**src/rtl/irq_pkg.sv**
```systemverilog
// Shared types and helper encoders for the 32-line interrupt/event priority encoder.
package irq_pkg;

  localparam int N     = 32;
  localparam int IDX_W = 5;

  typedef logic [31:0] req_vec_t;
  typedef logic [4:0]  idx_t;

  typedef enum logic {
    IDLE    = 1'b0,
    PRESENT = 1'b1
  } state_t;

  function automatic req_vec_t onehot(input idx_t i);
    return req_vec_t'(1) << i;
  endfunction

  // The winning bit is the one written last in the scan; the scan order sets the priority.
  function automatic logic [2:0] enc8(input logic [7:0] v, input bit low_first);
    logic [2:0] r;
    r = '0;
    for (int i = 0; i < 8; i++) begin
      if (low_first) begin
        if (v[7-i]) r = 3'(7 - i);
      end else if (v[i]) begin
        r = 3'(i);
      end
    end
    return r;
  endfunction

  function automatic logic [1:0] enc4(input logic [3:0] v, input bit low_first);
    logic [1:0] r;
    r = '0;
    for (int i = 0; i < 4; i++) begin
      if (low_first) begin
        if (v[3-i]) r = 2'(3 - i);
      end else if (v[i]) begin
        r = 2'(i);
      end
    end
    return r;
  endfunction

endpackage

```
**src/rtl/priority_encode32to5.sv**
```systemverilog
// Combinational 32-to-5 priority encoder: four 8-to-3 group encoders and a 4-to-2 group select.
module priority_encode32to5
  import irq_pkg::*;
#(
  parameter bit LOW_FIRST = 1'b1
) (
  input  logic [31:0] vec,
  output logic [4:0]  idx,
  output logic        hit
);

  logic [3:0] grp_hit;
  logic [2:0] grp_idx [4];
  logic [1:0] grp_sel;

  always_comb begin
    for (int g = 0; g < 4; g++) begin
      grp_hit[g] = |vec[g*8 +: 8];
      grp_idx[g] = enc8(vec[g*8 +: 8], LOW_FIRST);
    end
    grp_sel = enc4(grp_hit, LOW_FIRST);
    hit     = |grp_hit;
    // With no hit, group 0 is selected and its encoder yields 0, so idx is 0.
    idx     = {grp_sel, grp_idx[grp_sel]};
  end

endmodule

```
**src/rtl/irq_encode32to5.sv**
```systemverilog
// Sticky pending register, present/accept FSM and registered index output for 32 request lines.
//   state   | meaning
//   IDLE    | nothing presented; loads the best masked pending index when one exists
//   PRESENT | out_idx held and valid until accepted; back-to-back reload on accept
module irq_encode32to5
  import irq_pkg::*;
#(
  parameter int N         = 32,
  parameter int IDX_W     = 5,
  parameter bit LOW_FIRST = 1'b1
) (
  input  logic             clk,
  input  logic             rst_n,
  input  logic [N-1:0]     req_in,
  input  logic [N-1:0]     mask,
  output logic             out_valid,
  input  logic             out_ready,
  output logic [IDX_W-1:0] out_idx,
  output logic [N-1:0]     out_onehot,
  output logic [N-1:0]     pending,
  output logic             any_pending
);

  state_t   state, state_next;
  req_vec_t ack_clr, pending_eff, pending_next;
  idx_t     sel;
  logic     hit, load;

  assign out_valid    = (state == PRESENT);
  assign ack_clr      = (out_valid && out_ready) ? onehot(out_idx) : '0;
  assign pending_eff  = pending & ~ack_clr;
  // A request re-asserted on the line being accepted survives the clear.
  assign pending_next = pending_eff | req_in;
  assign any_pending  = |(pending & mask);
  assign out_onehot   = out_valid ? onehot(out_idx) : '0;

  priority_encode32to5 #(.LOW_FIRST(LOW_FIRST)) u_penc (
    .vec (pending_eff & mask),
    .idx (sel),
    .hit (hit)
  );

  always_comb begin
    state_next = state;
    load       = 1'b0;
    case (state)
      IDLE: begin
        if (hit) begin
          load       = 1'b1;
          state_next = PRESENT;
        end
      end
      PRESENT: begin
        if (out_ready) begin
          if (hit) load = 1'b1;
          else     state_next = IDLE;
        end
      end
      default: state_next = IDLE;
    endcase
  end

  always_ff @(posedge clk or negedge rst_n) begin
    if (!rst_n) begin
      state   <= IDLE;
      pending <= '0;
      out_idx <= '0;
    end else begin
      state   <= state_next;
      pending <= pending_next;
      if (load) out_idx <= sel;
    end
  end

endmodule

```
**config.mk**
```make
export PLATFORM = sky130hd
export DESIGN_NAME = irq_encode32to5
export DESIGN_NICKNAME = d
export VERILOG_FILES = /design/src/rtl/irq_pkg.sv /design/src/rtl/priority_encode32to5.sv /design/src/rtl/irq_encode32to5.sv
export SDC_FILE = /design/constraint.sdc
export NUM_CORES = 1
export LEC_CHECK = 0
export CORE_MARGIN = 3
export CORE_UTILIZATION = 40
export CTS_BUF_LIST = sky130_fd_sc_hd__clkbuf_4 sky130_fd_sc_hd__clkbuf_8 sky130_fd_sc_hd__clkbuf_16
export CTS_CLUSTER_SIZE = 14
export DETAILED_ROUTE_END_ITERATION = 10
export PLACE_DENSITY = 0.82
export SLEW_MARGIN = 20
export SYNTH_ARGS = -nofsm -noshare
export SYNTH_HDL_FRONTEND = slang
export SYNTH_HIERARCHICAL = 1
export SYNTH_SLANG_ARGS = --single-unit
```
**constraint.sdc**
```tcl
create_clock -name clk -period 3.3 [get_ports clk]
set_input_delay 0.825 -clock clk [delete_from_list [all_inputs] [get_ports clk]]
set_output_delay 0.825 -clock clk [all_outputs]
set_load 0.005 [all_outputs]
```
Yosys cells after proc, flatten, opt, wreduce, memory -nomap -nowiden
Index checks and enable logic that the tools add are counted.
{"block": "word_totals", "latch_bits": 0, "register_bits": 38, "in_bits": 67, "n_memories": 0, "mem_bits_ro": 0, "ramBits": 0}
{"block": "classes", "magnitude_cmp": 1, "n_bitwise": 7, "addsub": 0, "n_mux": 46, "n_mul": 0, "div": 0, "eq_ne": 0, "n_shift": 1, "n_reduce_logical": 7}
{"cell": "3-bit two-way mux", "n": 34}
{"cell": "32-bit bitwise AND", "n": 3}
{"cell": "32-bit two-way mux", "n": 2}
{"cell": "32-bit OR reduction", "n": 2}
{"cell": "32-bit inverter", "n": 1}
{"cell": "32-bit OR", "n": 1}
{"cell": "8-bit OR reduction", "n": 4}
{"cell": "1-bit by 5-bit << shifter with 32-bit output, first input constant", "n": 1}
{"cell": "2-bit two-way mux", "n": 4}
{"cell": "3-bit binary-select mux with 2-bit select", "n": 1}
{"cell": "1-bit case mux with 2 select lines", "n": 2}
{"cell": "3-bit greater-or-equal comparator, second input constant", "n": 1}
{"cell": "1-bit two-way mux", "n": 3}
{"cell": "2-bit inverter with 3-bit output", "n": 1}
{"cell": "1-bit logical AND", "n": 1}
{"cell": "1-bit inverter", "n": 1}

Longest topological paths before layout
Gate-level depths: netlist (run 1).
{"block": "logic_depth", "word_depth": 16, "mapped_depth": 11, "mapped_depth_nobuf": 10}

Hierarchy
Netlist (run 1), hierarchy kept.
{"mod": "irq_encode32to5", "n_inst": 1, "seq_area_each_um2": 950.9, "cells_per_inst": 279, "area_per_inst_um2": 2178.3}
{"mod": "priority_encode32to5", "n_inst": 1, "seq_area_each_um2": 0.0, "cells_per_inst": 70, "area_per_inst_um2": 417.9}

Worst setup path before layout (run 1)
No wires, ideal clock.
{"block": "synth_path", "kind": "input to register", "startpoint": "in out_ready", "endpoint": "reg out_idx[1]", "slack_ns": 0.328, "required_ns": 3.175, "n_path_buf": 1, "t_arrival_ns": 2.847, "path_stages": 10, "cell_sequence": "nand3b_4 buf_4 nor2_1 nor2_1 or4_4 a311o_1 nand2_1 mux2i_1 a22oi_2 mux2_2"}
{"block": "synth_via", "elab_chain_cells": 16, "elab_cells_between_ends": 53, "classes_between": "mux: 43; bitwise: 4; reduce/logical: 6"}
{"item": "start, declared", "line_no": "irq_encode32to5.sv:17", "source": "input logic out_ready,"}
{"item": "1-bit logical AND *", "line_no": "irq_encode32to5.sv:30", "source": "assign ack_clr = (out_valid && out_ready) ? onehot(out_idx) : '0;"}
{"item": "32-bit two-way mux *", "line_no": "irq_encode32to5.sv:30"}
{"item": "32-bit inverter *", "line_no": "irq_encode32to5.sv:31", "source": "assign pending_eff = pending & ~ack_clr;"}
{"item": "32-bit bitwise AND *", "line_no": "irq_encode32to5.sv:31"}
{"item": "32-bit bitwise AND *", "line_no": "irq_encode32to5.sv:38", "source": ".vec (pending_eff & mask),"}
{"item": "3-bit two-way mux (8 in a row)", "line_no": "irq_pkg.sv:25", "source": "if (v[7-i]) r = 3'(7 - i);"}
{"item": "3-bit binary-select mux with 2-bit select *", "line_no": "priority_encode32to5.sv:24", "source": "idx = {grp_sel, grp_idx[grp_sel]};"}
{"item": "3-bit two-way mux (implied by the code) * (2 in a row)", "line_no": "priority_encode32to5.sv:24"}
{"item": "net sel[1]", "line_no": "irq_encode32to5.sv:26", "source": "idx_t sel;"}
{"item": "end signal, assigned", "line_no": "irq_encode32to5.sv:71", "source": "if (load) out_idx <= sel;"}
{"item": "end, declared", "line_no": "irq_encode32to5.sv:18", "source": "output logic [IDX_W-1:0] out_idx,"}
The timed path passes the listed nets; every way through them passes the cells marked *. The select of a mux whose other input is x is not followed.
A chain may end at the register's enable or synchronous reset.

Worst setup path in the final report (run 1)
Ends and elaborated chain as after synthesis.

==> impl_metrics.csv, run 1 <==
group,metric,value,unit
synthesis,synth-warning-count,6,
floorplanning,die_x,86.6,um
floorplanning,rows,28,
clocking,numCtsBuffers,5,
worst_setup_path,required,3480,ps
clocking,cts_hold_buf,0,
routing,drt-initial-drc-count,158,
final_layout,area_growth,73.4,%
synthesis,avgSynthCellArea,7.44,sq um
sta,min_period_over_period,94.8,%
sta,slew_headroom,41.6,%
worst_setup_path,cpPeakStageDelay,560,ps
sta,fin_ws,172,ps
pwr,internal_power,0.943,mW
sta,timing.fmax,320,MHz
pwr,finalPower,1.44,mW
outcome,outcome,"finished clean",
final_layout,n_antenna_cell,0,
synthesis,synth_edf_count,0,
pwr,combPwrFrac,39.8,%
final_layout,nets,602,
pwr,cellPowerDensity,319,nW/um^2
clocking,worstSkewPairLatency,290,ps
clocking,cts_sinks,38,
synthesis,syn_area,2600,sq um
synthesis,synth_sequential_area_ratio,36.6,%
synthesis,ys_async_sr_fraction,100,%
clocking,clockRootBuffer,"clkbuf_8",
clocking,tritoncts,"done",
pwr,clockPowerShare,23.9,%
placed_design,pre_cts_ws,-405,ps
placed_design,post-dp-hpwl,8200,um
worst_setup_path,endpoint_kind,"flop",
floorplanning,core,6100,sq um
worst_setup_path,arrival,3300,ps
routing,num_vias,3201,
sta,drv_slew,0,
worst_hold_path,hold_class,"flop to flop",
routing,dr.pass1.iters,5,
sta,period_needed,3130,ps
floorplanning,pin_count,138,
synthesis,ys.flop_type,"dfrtp_1",
sta,hold_ws,511,ps
pwr,peakVddDrop,0.199,mV
final_layout,fin_util,73.9,%
worst_setup_path,slowest_stage,"or4_1",
routing,drc_errors,0,
sta,setup_viol,0,
final_layout,fin_area,4500,sq um
floorplanning,initial_utilization,42.6,%
routing,vias_per_cell,5.24,
worst_setup_path,critPathLaunchType,"input port",
synthesis,synthDistinctLibCells,34,
sta,rsz0062_at_grt,"no",
synthesis,postSynthCellCount,349,
final_layout,drive_gt1_share,14.7,%
floorplanning,dieArea,7490,sq um
global_routing,grt_pass1_vias,3323,
routing,routed_wl,9950,um
placed_design,placed_cells_incl_taps,603,
global_routing,groute.usage.overall,27.2,%
worst_setup_path,crit_fanout,10,
final_layout,final_cells,611,
sta,tns,0,ps
global_routing,grt_max_degree,39,
worst_setup_path,worst-setup-path-type,"input port to flop",
pwr,swShare,34.4,%
global_routing,antenna_found_initial,0,
global_routing,grt.overflow.total,0,
synthesis,yosys_register_bits,38,
clocking,path_clk_slew,80,ps
placed_design,globalplace.congestion,0.923,
routing,antenna_left,0,
sta,clock-skew-final,8.57,ps
sta,tightest_slew,876,ps
clocking,clock_path_buffers,2,
clocking,cts_max_level,2,
clocking,cts_setup_buffers,0,
sta,hold_viol_final,0,
placed_design,io_buffers,137,
floorplanning,die_y,86.6,um
worst_setup_path,crit_chain,"dlygate4sd2_1, nand3_4, nor2_4, a21oi_1, or4_1, a311o_1, nand2_1, mux2i_1, a22oi_2, mux2_2",
run,drv_cap,0,
synthesis,synth.net_count,416,
pwr,p_switching,0.494,mW
placed_design,placed_cell_area,4400,sq um
global_routing,grt_pass1_wl,16200,um
pwr,p_leak,1.78,nW
pwr,pwr-share-seq,36.4,%
routing,wire_per_inst,16.3,um
==> critical path, delay by kind of cell <==
family	cells	cell delay [ps]
buffers and inverters	1	330
and+or+nand+nor	4	1060
muxes	2	530
AOI/OAI and AO/OA	3	550
==> synthesized netlist by cell type (4+ instances only) <==
library cell | count | share of area (%)
a21o_1 | 16 | 4.6
a21oi_1 | 26 | 5.0
buf_2 | 5 | 0.96
clkbuf_1 | 4 | 0.58
dfrtp_1 | 38 | 37
inv_1 | 4 | 0.58
mux2_2 | 5 | 2.2
nand2_1 | 63 | 9.1
nand2b_1 | 23 | 5.5
nand3_1 | 4 | 0.77
nand4_1 | 10 | 2.4
nor2_1 | 77 | 11
nor2_4 | 4 | 1.7
nor2b_1 | 11 | 2.7
nor3_1 | 5 | 0.96
nor4_1 | 7 | 1.7
o21ai_0 | 23 | 4.4
==> worst paths after layout <==
| path | from | endpoint | slack, ps | cells after the start |
|---|---|---|---|---|
| max | out_ready | out_idx[1] | 170 | 10 |
| min | pending[2] | pending[2] | 510 | 1 |
| max reg2reg | out_idx[3] | out_idx[2] | 250 | 8 |
| min reg2reg | pending[2] | pending[2] | 510 | 1 |
| max in group asynchronous | rst_n | out_idx[2] | 2100 | 1 |
| min in group asynchronous | rst_n | pending[7] | 640 | 1 |
==> cell type report <==
type | count | area [sq um]
Tap cell | 75 | 93.8
Fill cell | 500 | 1590
Clock buffer | 6 | 82.6
Multi-Input combinational cell | 297 | 1590
Sequential cell | 38 | 951
Inverter | 4 | 15.0
Clock inverter | 2 | 12.5
Timing Repair Buffer | 189 | 1760
==> per-layer routing <==
| layer | wire [um] | global-route usage [%] | up-vias |
|---|---|---|---|
| li1 | - | - | 1569 |
| met5 | 0 | 0 | - |
| met4 | 35 | 4.39 | 0 |
| met3 | 692 | 5.61 | 4 |
| met1 | 4220 | 33.9 | 1497 |
| met2 | 5000 | 49.1 | 131 |
==> layout by cell type, fill, tap and decap left out, types with 10 or more instances in the layout <==
master           count
nand2b_1            23
buf_4               52
nor2b_1             11
nand4_1             10
clkdlybuf4s50_1    134
nand2_1             63
o21ai_0             23
a21o_1              16
nor2_1              77
dfrtp_1             38
a21oi_1             26
==> cells by family (layout without fill, tap and decap cells) <==
group	after synthesis	count (layout)	share of synthesized area [%]
flops	38	38	36.6
buf+inv	14	201	2.41
compound gates	75	75	17.7
simple gates	216	216	40.7
mux	6	6	2.55
==> power groups by stage <==
| stage | sequential (mW) | combinational (mW) | clock (mW) |
|---|---|---|---|
| floorplan | 0.524 | 0.246 | 0 |
| detailed placement | 0.530 | 0.566 | 0 |
| finish | 0.523 | 0.571 | 0.343 |
| global route | 0.527 | 0.621 | 0.370 |
| CTS | 0.522 | 0.568 | 0.348 |
| global placement | 0.528 | 0.557 | 0 |
==> state kept, by name (all words and copies together), names as in the netlist <==
signal,flops
pending,32
out_idx,5
out_valid,1
==> what timing repair did <==
item,4_1_cts,5_1_grt
resized for setup,1,2
setup endpoints to repair,5,1
cloned,0,0
pin swaps,0,1
No activity file was read; power rests on OpenSTA's default activity.
==> run 2: changes to the inputs <==
--- a/config.mk
+++ b/config.mk
@@ -5,12 +5,13 @@
 export SDC_FILE = /design/constraint.sdc
 export NUM_CORES = 1
 export LEC_CHECK = 0
+export ABC_AREA = 1
 export CORE_MARGIN = 3
-export CORE_UTILIZATION = 40
-export CTS_BUF_LIST = sky130_fd_sc_hd__clkbuf_4 sky130_fd_sc_hd__clkbuf_8 sky130_fd_sc_hd__clkbuf_16
+export CORE_UTILIZATION = 42
 export CTS_CLUSTER_SIZE = 14
 export DETAILED_ROUTE_END_ITERATION = 10
-export PLACE_DENSITY = 0.82
+export PLACE_DENSITY = 0.81
+export SETUP_SLACK_MARGIN = 0.15
 export SLEW_MARGIN = 20
 export SYNTH_ARGS = -nofsm -noshare
 export SYNTH_HDL_FRONTEND = slang
==> run 2 against run 1 <==
Compared with the run above: combinational power is 30% lower; fmax increased by 3.9%; final area up 2.6%; sequential cell count unchanged; critical path depth shrank 2; worst hold slack got worse by 6.9 ps; sequential share of layout area down 0.53 points; clock-buffer cell count rose by 2; routed wire length is 6.2% higher; via count grew 17%; synthesized cell count is 47% higher; synthesized area grew 16%; largest cell class is now multi-input gates.
==> impl_metrics.csv, run 2 <==
group,metric,value,unit
outcome,outcome,"finished clean",
clocking,path_clk_slew,70,ps
final_layout,drive_gt1_share,8.01,%
routing,antenna_left,0,
sta,drv_slew,0,
synthesis,synth.most_common_cell,"nand2_1",
floorplanning,die_x,90.6,um
routing,num_vias,3741,
synthesis,synth.net_count,579,
worst_setup_path,crit_fanout,2,
synthesis,avgSynthCellArea,5.87,sq um
routing,wl_met3,784,um
placed_design,globalplace.congestion,0.867,
synthesis,yosys.area.top_type,"dfrtp_1",
synthesis,synth_top_area_share,31.6,%
run,drv_cap,0,
synthesis,synth_top_family_by_area,"simple AND/OR/NAND/NOR gates",
worst_setup_path,endpoint_kind,"output port",
clocking,clockRootBuffer,"clkbuf_8",
clocking,cts_hold_buf,0,
sta,tns,0,ps
global_routing,antenna_found_initial,0,
placed_design,post-dp-hpwl,8150,um
floorplanning,pin_count,138,
pwr,cellPowerDensity,275,nW/um^2
clocking,cts_sinks,38,
sta,tightest_slew,986,ps
clocking,cts_max_level,2,
synthesis,synthDistinctLibCells,30,
global_routing,grt_max_degree,39,
sta,fin_ws,290,ps
synthesis,synthAdderAreaFrac,0,%
clocking,tritoncts,"done",
routing,dr.pass1.iters,6,
final_layout,largest_register_ffs,32,
sta,setup_viol,0,
clocking,worstSkewPairLatency,290,ps
routing,vias_per_cell,5.02,
routing,routed_wl,10600,um
synthesis,synth-simple-area-share,47.4,%
synthesis,synthMuxAreaShare,0,%
synthesis,ys_async_sr_fraction,100,%
worst_setup_path,critPathLaunchType,"input port",
pwr,p_leak,2.37,nW
routing,wire_per_inst,14.2,um
final_layout,area_growth,53.6,%
worst_setup_path,worstRegToRegCells,15,
floorplanning,initial_utilization,43.8,%
synthesis,postSynthCellCount,512,
placed_design,io_buffers,137,
floorplanning,dieArea,8210,sq um
sta,timing.fmax,332,MHz
routing,m1WireLength,4510,um
final_layout,top_register,"pending",
final_layout,final_common_cell,"nand2_1",
floorplanning,rows,30,
synthesis,ys.flop_type,"dfrtp_1",
routing,highest_layer,"met4",
global_routing,grt.overflow.total,0,
synthesis,synth_edf_count,0,
worst_hold_path,hold_class,"flop to flop",
global_routing,grt_pass1_wl,17700,um
global_routing,groute.usage.overall,26.1,%
sta,slew_headroom,34.2,%
synthesis,synth_xor_area_share,0,%
synthesis,synth_compound_area_share,6.20,%
pwr,peakVddDrop,0.228,mV
worst_setup_path,arrival,2180,ps
global_routing,grt_pass1_vias,3618,
synthesis,yosys_register_bits,38,
floorplanning,core,6870,sq um
routing,wl_met2,5130,um
synthesis,synth_area_leaders,"dfrtp_1 (32%), nand2_1 (20%), inv_1 (10%)",
final_layout,n_antenna_cell,0,
worst_setup_path,required,2470,ps
sta,rsz0062_at_grt,"no",
sta,hold_viol_final,0,
sta,min_period_over_period,91.2,%
worst_setup_path,worst-setup-path-type,"input port to output port",
sta,clock-skew-final,6.77,ps
clocking,numCtsBuffers,5,
synthesis,syn_area,3010,sq um
final_layout,layout_common_cells,"nand2_1 (161), clkdlybuf4s50_1 (135), inv_1 (80)",
synthesis,synth_sequential_area_ratio,31.6,%
routing,drt-initial-drc-count,210,
worst_hold_path,worst_hold_path.num_cells,2,
synthesis,synth_common_cells,"nand2_1 (161), inv_1 (80), nor2_1 (79), dfrtp_1 (38), nand3_1 (35)",
floorplanning,die_y,90.6,um
final_layout,final_cells,745,
sta,period_needed,3010,ps
clocking,clock_path_buffers,2,
pwr,finalPower,1.27,mW
placed_design,pre_cts_ws,144,ps
placed_design,placed_cells_incl_taps,737,
routing,drc_errors,0,
synthesis,synth-warning-count,6,
final_layout,nets,715,
run 2: worst max-delay path: stages:
cell and delay, ps:
clkdlybuf4s50_1 410, nand2_1 100, nand2_1 60, nor2_1 160
nand2_1 130, nor2_2 150, nand2_1 70, dlygate4sd2_1 270
run 2: area by class of cell:
cell class                 instances  area [sq um]
timing repair buffer             147          1470
clock buffer                       8           110
inverter                          94           357
multi-input combinational        362          1620
tap                               96           120
fill                             647          2250
sequential                        38           951
run 2: through the flow:
step / hold slack (ps) / cell area [sq um] / utilization (%)
after detailed placement: 489 / 4510 / 65.6
after global placement: 480 / 4510 / 65.6
after global routing: 523 / 4620 / 67.2
final: 504 / 4620 / 67.2
after CTS: 509 / 4620 / 67.2
after floorplan: 484 / 3010 / -
run 2: timing repair:
action | CTS | global route
setup buffers | 0 | 0
setup endpoints to repair | 1 | 0
gates resized for setup | 2 | 0
run 2: worst paths after layout:
| check | startpoint | slack [ps] | endpoint |
|---|---|---|---|
| max in group asynchronous | rst_n | 2080 | pending[14] |
| worst max register to register | out_idx[1] | 740 | out_idx[3] |
| worst max-delay path | mask[30] | 290 | any_pending |
| worst min register to register | pending[14] | 500 | pending[14] |
| worst min-delay path | pending[14] | 500 | pending[14] |
| min in group asynchronous | rst_n | 660 | pending[30] |
run 2: cells by family after synthesis:
kind of cell	Yosys count
AOI/OAI and AO/OA	35
buffers and inverters	112
and+or+nand+nor	327
DFF	38
run 2: power breakdown:
| part | internal, mW | switching (mW) | leakage [nW] |
|---|---|---|---|
| Clock | 0.211 | 0.169 | 0.0575 |
| Combinational | 0.183 | 0.213 | 1.96 |
| Sequential | 0.479 | 0.0139 | 0.353 |
| Total | 0.873 | 0.396 | 2.37 |
run 2: metal layers:
layer  global-route usage [%]  up-vias
met3                     5.33       12
met2                     44.7      159
li1                         -     1853
met4                     5.61        0
met1                     33.9     1717
met5                        0        -
==> run 3: changes to the inputs <==
--- a/config.mk
+++ b/config.mk
@@ -10,9 +10,10 @@
 export CORE_UTILIZATION = 42
 export CTS_CLUSTER_SIZE = 14
 export DETAILED_ROUTE_END_ITERATION = 10
+export GPL_TIMING_DRIVEN = 0
 export PLACE_DENSITY = 0.81
+export RECOVER_POWER = 25
 export SETUP_SLACK_MARGIN = 0.15
-export SLEW_MARGIN = 20
 export SYNTH_ARGS = -nofsm -noshare
 export SYNTH_HDL_FRONTEND = slang
 export SYNTH_HIERARCHICAL = 1
==> run 3 against run 2 <==
Compared with the run above: the flow now finishes with violations (capacitance limit, slew limit); fmax down 1.4%; clock-buffer cell count down 1; global-route usage up 0.21 points; critical path depth up 8; sequential share of layout area down 0.20 points; die area unchanged; clock power down 18%; sequential cell count unchanged.
==> impl_metrics.csv, run 3 (synthesis results as in run 2) <==
group,metric,value,unit
outcome,outcome,"complete, but fails checks",
outcome,violations,"capacitance limit, slew limit",
worst_setup_path,crit_chain,"clkdlybuf4s50_1, nand2_4, inv_6, buf_4, nand4_1, nand3_1, inv_1, nor2_1, nand2_1, nor2_2, nand3_1, inv_1, nand3_1, nand2_4, nor2_1, a21oi_1",
floorplanning,core,6870,sq um
clocking,tritoncts,"done",
final_layout,top_register,"pending",
floorplanning,initial_utilization,43.8,%
pwr,clockPowerShare,25.9,%
final_layout,final_cells,757,
pwr,peakVddDrop,0.139,mV
pwr,p_switching,0.398,mW
clocking,clock_path_buffers,2,
clocking,clockRootBuffer,"clkbuf_8",
final_layout,n_antenna_cell,0,
routing,dr.pass1.iters,5,
sta,min_period_over_period,92.5,%
final_layout,largest_register_ffs,32,
floorplanning,die_y,90.6,um
routing,antenna_left,0,
final_layout,final_common_cell,"nand2_1",
sta,rsz0062_at_grt,"no",
global_routing,grt_max_degree,37,
worst_setup_path,endpoint_kind,"flop",
pwr,cellPowerDensity,259,nW/um^2
global_routing,groute.usage.overall,26.3,%
sta,timing.fmax,328,MHz
sta,tightest_slew,2120,ps
clocking,path_clk_slew,70,ps
pwr,internal_power,0.809,mW
global_routing,grt_pass1_wl,17500,um
worst_setup_path,crit_path_frequent_cell,"nand3_1",
worst_setup_path,r2r_slack,560,ps
sta,drv_slew,37,
clocking,cts_sinks,38,
sta,tns,0,ps
placed_design,placed_cells_incl_taps,746,
routing,vias_per_cell,4.97,
sta,setup_viol,0,
sta,period_needed,3050,ps
placed_design,post-dp-hpwl,8690,um
final_layout,drive_gt1_share,8.47,%
global_routing,grt.overflow.total,0,
clocking,worstSkewPairLatency,290,ps
worst_setup_path,arrival,3270,ps
worst_hold_path,hold_class,"input port to asynchronous set/reset pin",
floorplanning,die_x,90.6,um
final_layout,layout_common_cells,"nand2_1 (160), clkdlybuf4s50_1 (134), inv_1 (80)",
worst_setup_path,cp.buffers_inverters,5,
placed_design,io_buffers,137,
routing,routed_wl,11000,um
global_routing,antenna_found_initial,0,
pwr,p_leak,2.38,nW
worst_setup_path,critPathLaunchType,"input port",
pwr,combPwrFrac,33.0,%
worst_setup_path,slowest_stage,"clkdlybuf4s50_1",
worst_setup_path,worst-setup-path-type,"input port to flop",
floorplanning,dieArea,8210,sq um
final_layout,nets,728,
pwr,swShare,33.0,%
clocking,cts_hold_buf,0,
pwr,pwr-share-seq,41.0,%
routing,num_vias,3762,
routing,wire_per_inst,14.6,um
clocking,numCtsBuffers,5,
final_layout,area_growth,55.1,%
worst_setup_path,r2r_start,"out_idx[0]",
clocking,cts_max_level,2,
worst_setup_path,cpPeakStageDelay,540,ps
placed_design,globalplace.congestion,0.898,
worst_setup_path,r2r-end,"out_idx[3]",
routing,drc_errors,0,
worst_setup_path,critical_path.top_delay_family,"simple AND/OR/NAND/NOR gates",
run,drv_cap,1,
routing,drt-initial-drc-count,221,
sta,clock-skew-final,5.36,ps
sta,slew_headroom,-41.6,%
worst_setup_path,required,3510,ps
floorplanning,rows,30,
worst_setup_path,worstRegToRegCells,15,
sta,hold_viol_final,0,
global_routing,grt_pass1_vias,3588,
worst_setup_path,crit_fanout,10,
floorplanning,pin_count,138,
## run 3: changes by cell type in the layout (fill, tap and decap cells not counted), moves of 3 or more
| cell | change |
|---|---|
| buf_1 | +3 |
| buf_2 | +4 |
| clkbuf_1 | +9 |
| clkbuf_8 | -3 |
## run 3: final cells by class
class                           count  area [sq um]
Tap cell                           96           120
Sequential cell                    38           951
Multi-Input combinational cell    362          1650
Clock buffer                        7          76.3
Buffer                             18          90.1
Inverter                           94           362
Fill cell                         646          2210
Timing Repair Buffer              142          1420
## run 3: worst max path at each step
| stage | from | depth (start not counted) | end | slack (ps) |
|---|---|---|---|---|
| final | out_ready | 16 | out_idx[3] | 250 |
| after floorplan | out_ready | 16 | out_idx[0] | 820 |
| after global routing | out_ready | 16 | out_idx[3] | 130 |
| after CTS | out_ready | 17 | out_idx[0] | 140 |
| after global placement | out_ready | 19 | out_idx[0] | -480 |
| after detailed placement | out_ready | 17 | out_idx[0] | -460 |
## run 3: per-layer routing
layer	wire length, um	global-route usage (%)
met3	693	4.42
met1	4670	32.3
met4	175	6.51
met5	0	0
met2	5510	47.6
## run 3: metrics by stage
step                power (mW)  utilization, %  setup slack, ps  area [sq um]  hold WS [ps]
floorplan                0.691               -              823          3010           484
global placement         0.882            65.5             -485          4500           478
detailed placement       0.891            65.7             -459          4510           487
CTS                       1.20            67.1              135          4610           326
global route              1.28            67.9              128          4660           320
finish                    1.21            67.9              247          4660           322
## run 3: worst register-to-register path, delay by kind of cell, from the launching register on
family | cells | cell delay, ps
flops | 1 | 470
compound gates | 1 | 130
buf+inv | 3 | 380
simple gates | 11 | 1690
## run 3: power groups by stage
stage          clock network (mW)  registers [mW]  logic (mW)
2_1_floorplan                   0           0.503       0.188
3_3_place_gp                    0           0.503       0.380
3_5_place_dp                    0           0.504       0.387
4_1_cts                     0.317           0.495       0.391
5_1_grt                     0.343           0.497       0.435
6_report                    0.313           0.495       0.399
## run 3: repair_timing
action                                  4_1_cts  5_1_grt
resized for setup                             5       11
setup buffers                                 0        4
pin swaps                                     0        6
endpoints found under the setup margin        6        6
==> edit, RTL diff (settings of run 1) <==
`LOW_FIRST` is set to 1'b1 in 2 places; all go to 1'b0.
--- a/src/rtl/priority_encode32to5.sv
+++ b/src/rtl/priority_encode32to5.sv
@@ -2,7 +2,7 @@
 module priority_encode32to5
   import irq_pkg::*;
 #(
-  parameter bit LOW_FIRST = 1'b1
+  parameter bit LOW_FIRST = 1'b0
 ) (
   input  logic [31:0] vec,
   output logic [4:0]  idx,
--- a/src/rtl/irq_encode32to5.sv
+++ b/src/rtl/irq_encode32to5.sv
@@ -7,7 +7,7 @@
 #(
   parameter int N         = 32,
   parameter int IDX_W     = 5,
-  parameter bit LOW_FIRST = 1'b1
+  parameter bit LOW_FIRST = 1'b0
 ) (
   input  logic             clk,
   input  logic             rst_n,
Check against the original RTL: not equivalent (Yosys sat finds a counterexample within 4 cycles, from zero or initial values and one cycle with rst_n low).
==> edit against run 1 <==
  * Area after synthesis fell by 2.5%
  * Sequential cell count unchanged
  * Wire length decreased by 5.5%
  * Final cell count shrank 3.8%
  * Total power is 2.8% lower
  * Design area down 2.9%
  * Hold slack improved by 2.0 ps
  * Worst setup slack better by 26 ps
  * Critical path type unchanged
  * Critical endpoint is now out_idx[0]
  * Largest cell class unchanged
==> edit: results (changes against run 1) <==
- Outcome: completed
- Leak Pwr: 1.72 nW (-3.5%)
- Vias per inst: 5.21 (-0.54%)
- Max FO, Critical Path: 8 (-2)
- Switching part of the total: 0.326 (-0.0172)
- H-Tree Depth: 2 (unchanged)
- Distinct cells, synth: 37 (+8.8%)
- Critical path arrival: 3280 ps (-20 ps)
- Commonest cells post-synth: 73 x nor2_1, 63 x nand2_1, 38 x dfrtp_1, 22 x a21oi_1, 22 x nand2b_1
- Inst Count DP: 580 (-3.8%)
- First-pass GRT wire length: 15.1 mm (-6.6%)
- Worst-Skew Late Latency: 280 ps
- Seq/Total Area, Yosys: 0.375 (+0.00923)
- Gr usage total: 0.255 (-0.0165)
- Total placed instance area: 4260 um^2 (-3.1%)
- Synth area leaders: dfrtp_1 38%, nor2_1 11%, nand2_1 9.3%
- Clock-pin slew on the worst setup and hold paths: 80 ps (about the same)
- Drt initial violations: 157 (-0.63%)
- Worst slew pin tran: 874 ps (-1.11 ps)
- Layout Cells excl Fill: 588 (-3.8%)
- Max Clock Skew: 3.12 ps (-5.46 ps)
- Final net count: 579 (-3.8%)
- Peak VDD IR: 0.211 mV (+6.0%)
- Pre-CTS WS: -123 ps (+282 ps)
- Vias in the first global route: 3098 (-6.8%)
- Syn_nets: 406 (-2.4%)
- GP Congestion: 0.924 (+0.11%)
- Share of layout cells above drive strength 1: 0.135 (-0.0129)
edit: final cells by class:
class,instances,area (um^2)
sequential,38,951
clock buffer,7,90.1
fill,499,1660
inverter,7,26.3
multi-input combinational,284,1520
tap,75,93.8
clock inverter,1,5.00
timing repair buffer,176,1690
edit: worst max-delay path: stages:
cell	delay (ps)
clkdlybuf4s50_1	590
nand3_4	210
nor2_4	200
a21oi_1	110
nor4_2	320
and3_1	220
and2_4	170
buf_4	110
inv_2	30
nor3_2	150
o2bb2ai_1	80
mux2_2	250
edit: stage by stage:
step / utilization / setup TNS, ps
after floorplan: - / 0
after global placement: 0.707 / -263
after detailed placement: 0.707 / -599
after CTS: 0.723 / 0
after global routing: 0.725 / 0
final: 0.725 / 0
edit: path summary, 6_finish.rpt:
kind,end,startpoint,cells after the start,slack [ps]
worst max-delay path,out_idx[0],out_ready,12,200
worst min-delay path,pending[7],pending[7],1,510
worst max register to register,out_idx[0],out_idx[2],12,440
worst min register to register,pending[7],pending[7],1,510
max in group asynchronous,out_idx[0],rst_n,1,2100
min in group asynchronous,pending[15],rst_n,1,650
edit: cell families (layout without fill, tap and decap cells):
logic type             count (synthesis)  count (layout)  synth area share
AND/OR/NAND/NOR                      210             210             0.406
multiplexers                           5               5            0.0222
buffers and inverters                 17             191            0.0291
flip-flops                            38              38             0.375
AO/OA/AOI/OAI                         69              69             0.167
edit: metal layers:
| layer | share of wire | up-vias | track usage |
|---|---|---|---|
| li1 | - | 1495 | - |
| met1 | 0.42 | 1439 | 0.337 |
| met2 | 0.49 | 122 | 0.431 |
| met3 | 0.074 | 8 | 0.0519 |
| met4 | 0.0099 | 0 | 0.0604 |
| met5 | 0 | - | 0 |
edit: power by group through the flow:
stage | sequential, W | combinational (W) | clock (W)
after floorplan | 0.000522 | 0.000233 | 0
after global placement | 0.000532 | 0.000519 | 0
after detailed placement | 0.000534 | 0.000525 | 0
after CTS | 0.000524 | 0.000528 | 0.000354
after global routing | 0.000530 | 0.000575 | 0.000374
final | 0.000525 | 0.000527 | 0.000345
edit: what timing repair did:
item,in CTS,in global routing
hold buffers,0,0
buffers inserted,0,0
resized for setup,0,3
setup endpoints to repair,0,6
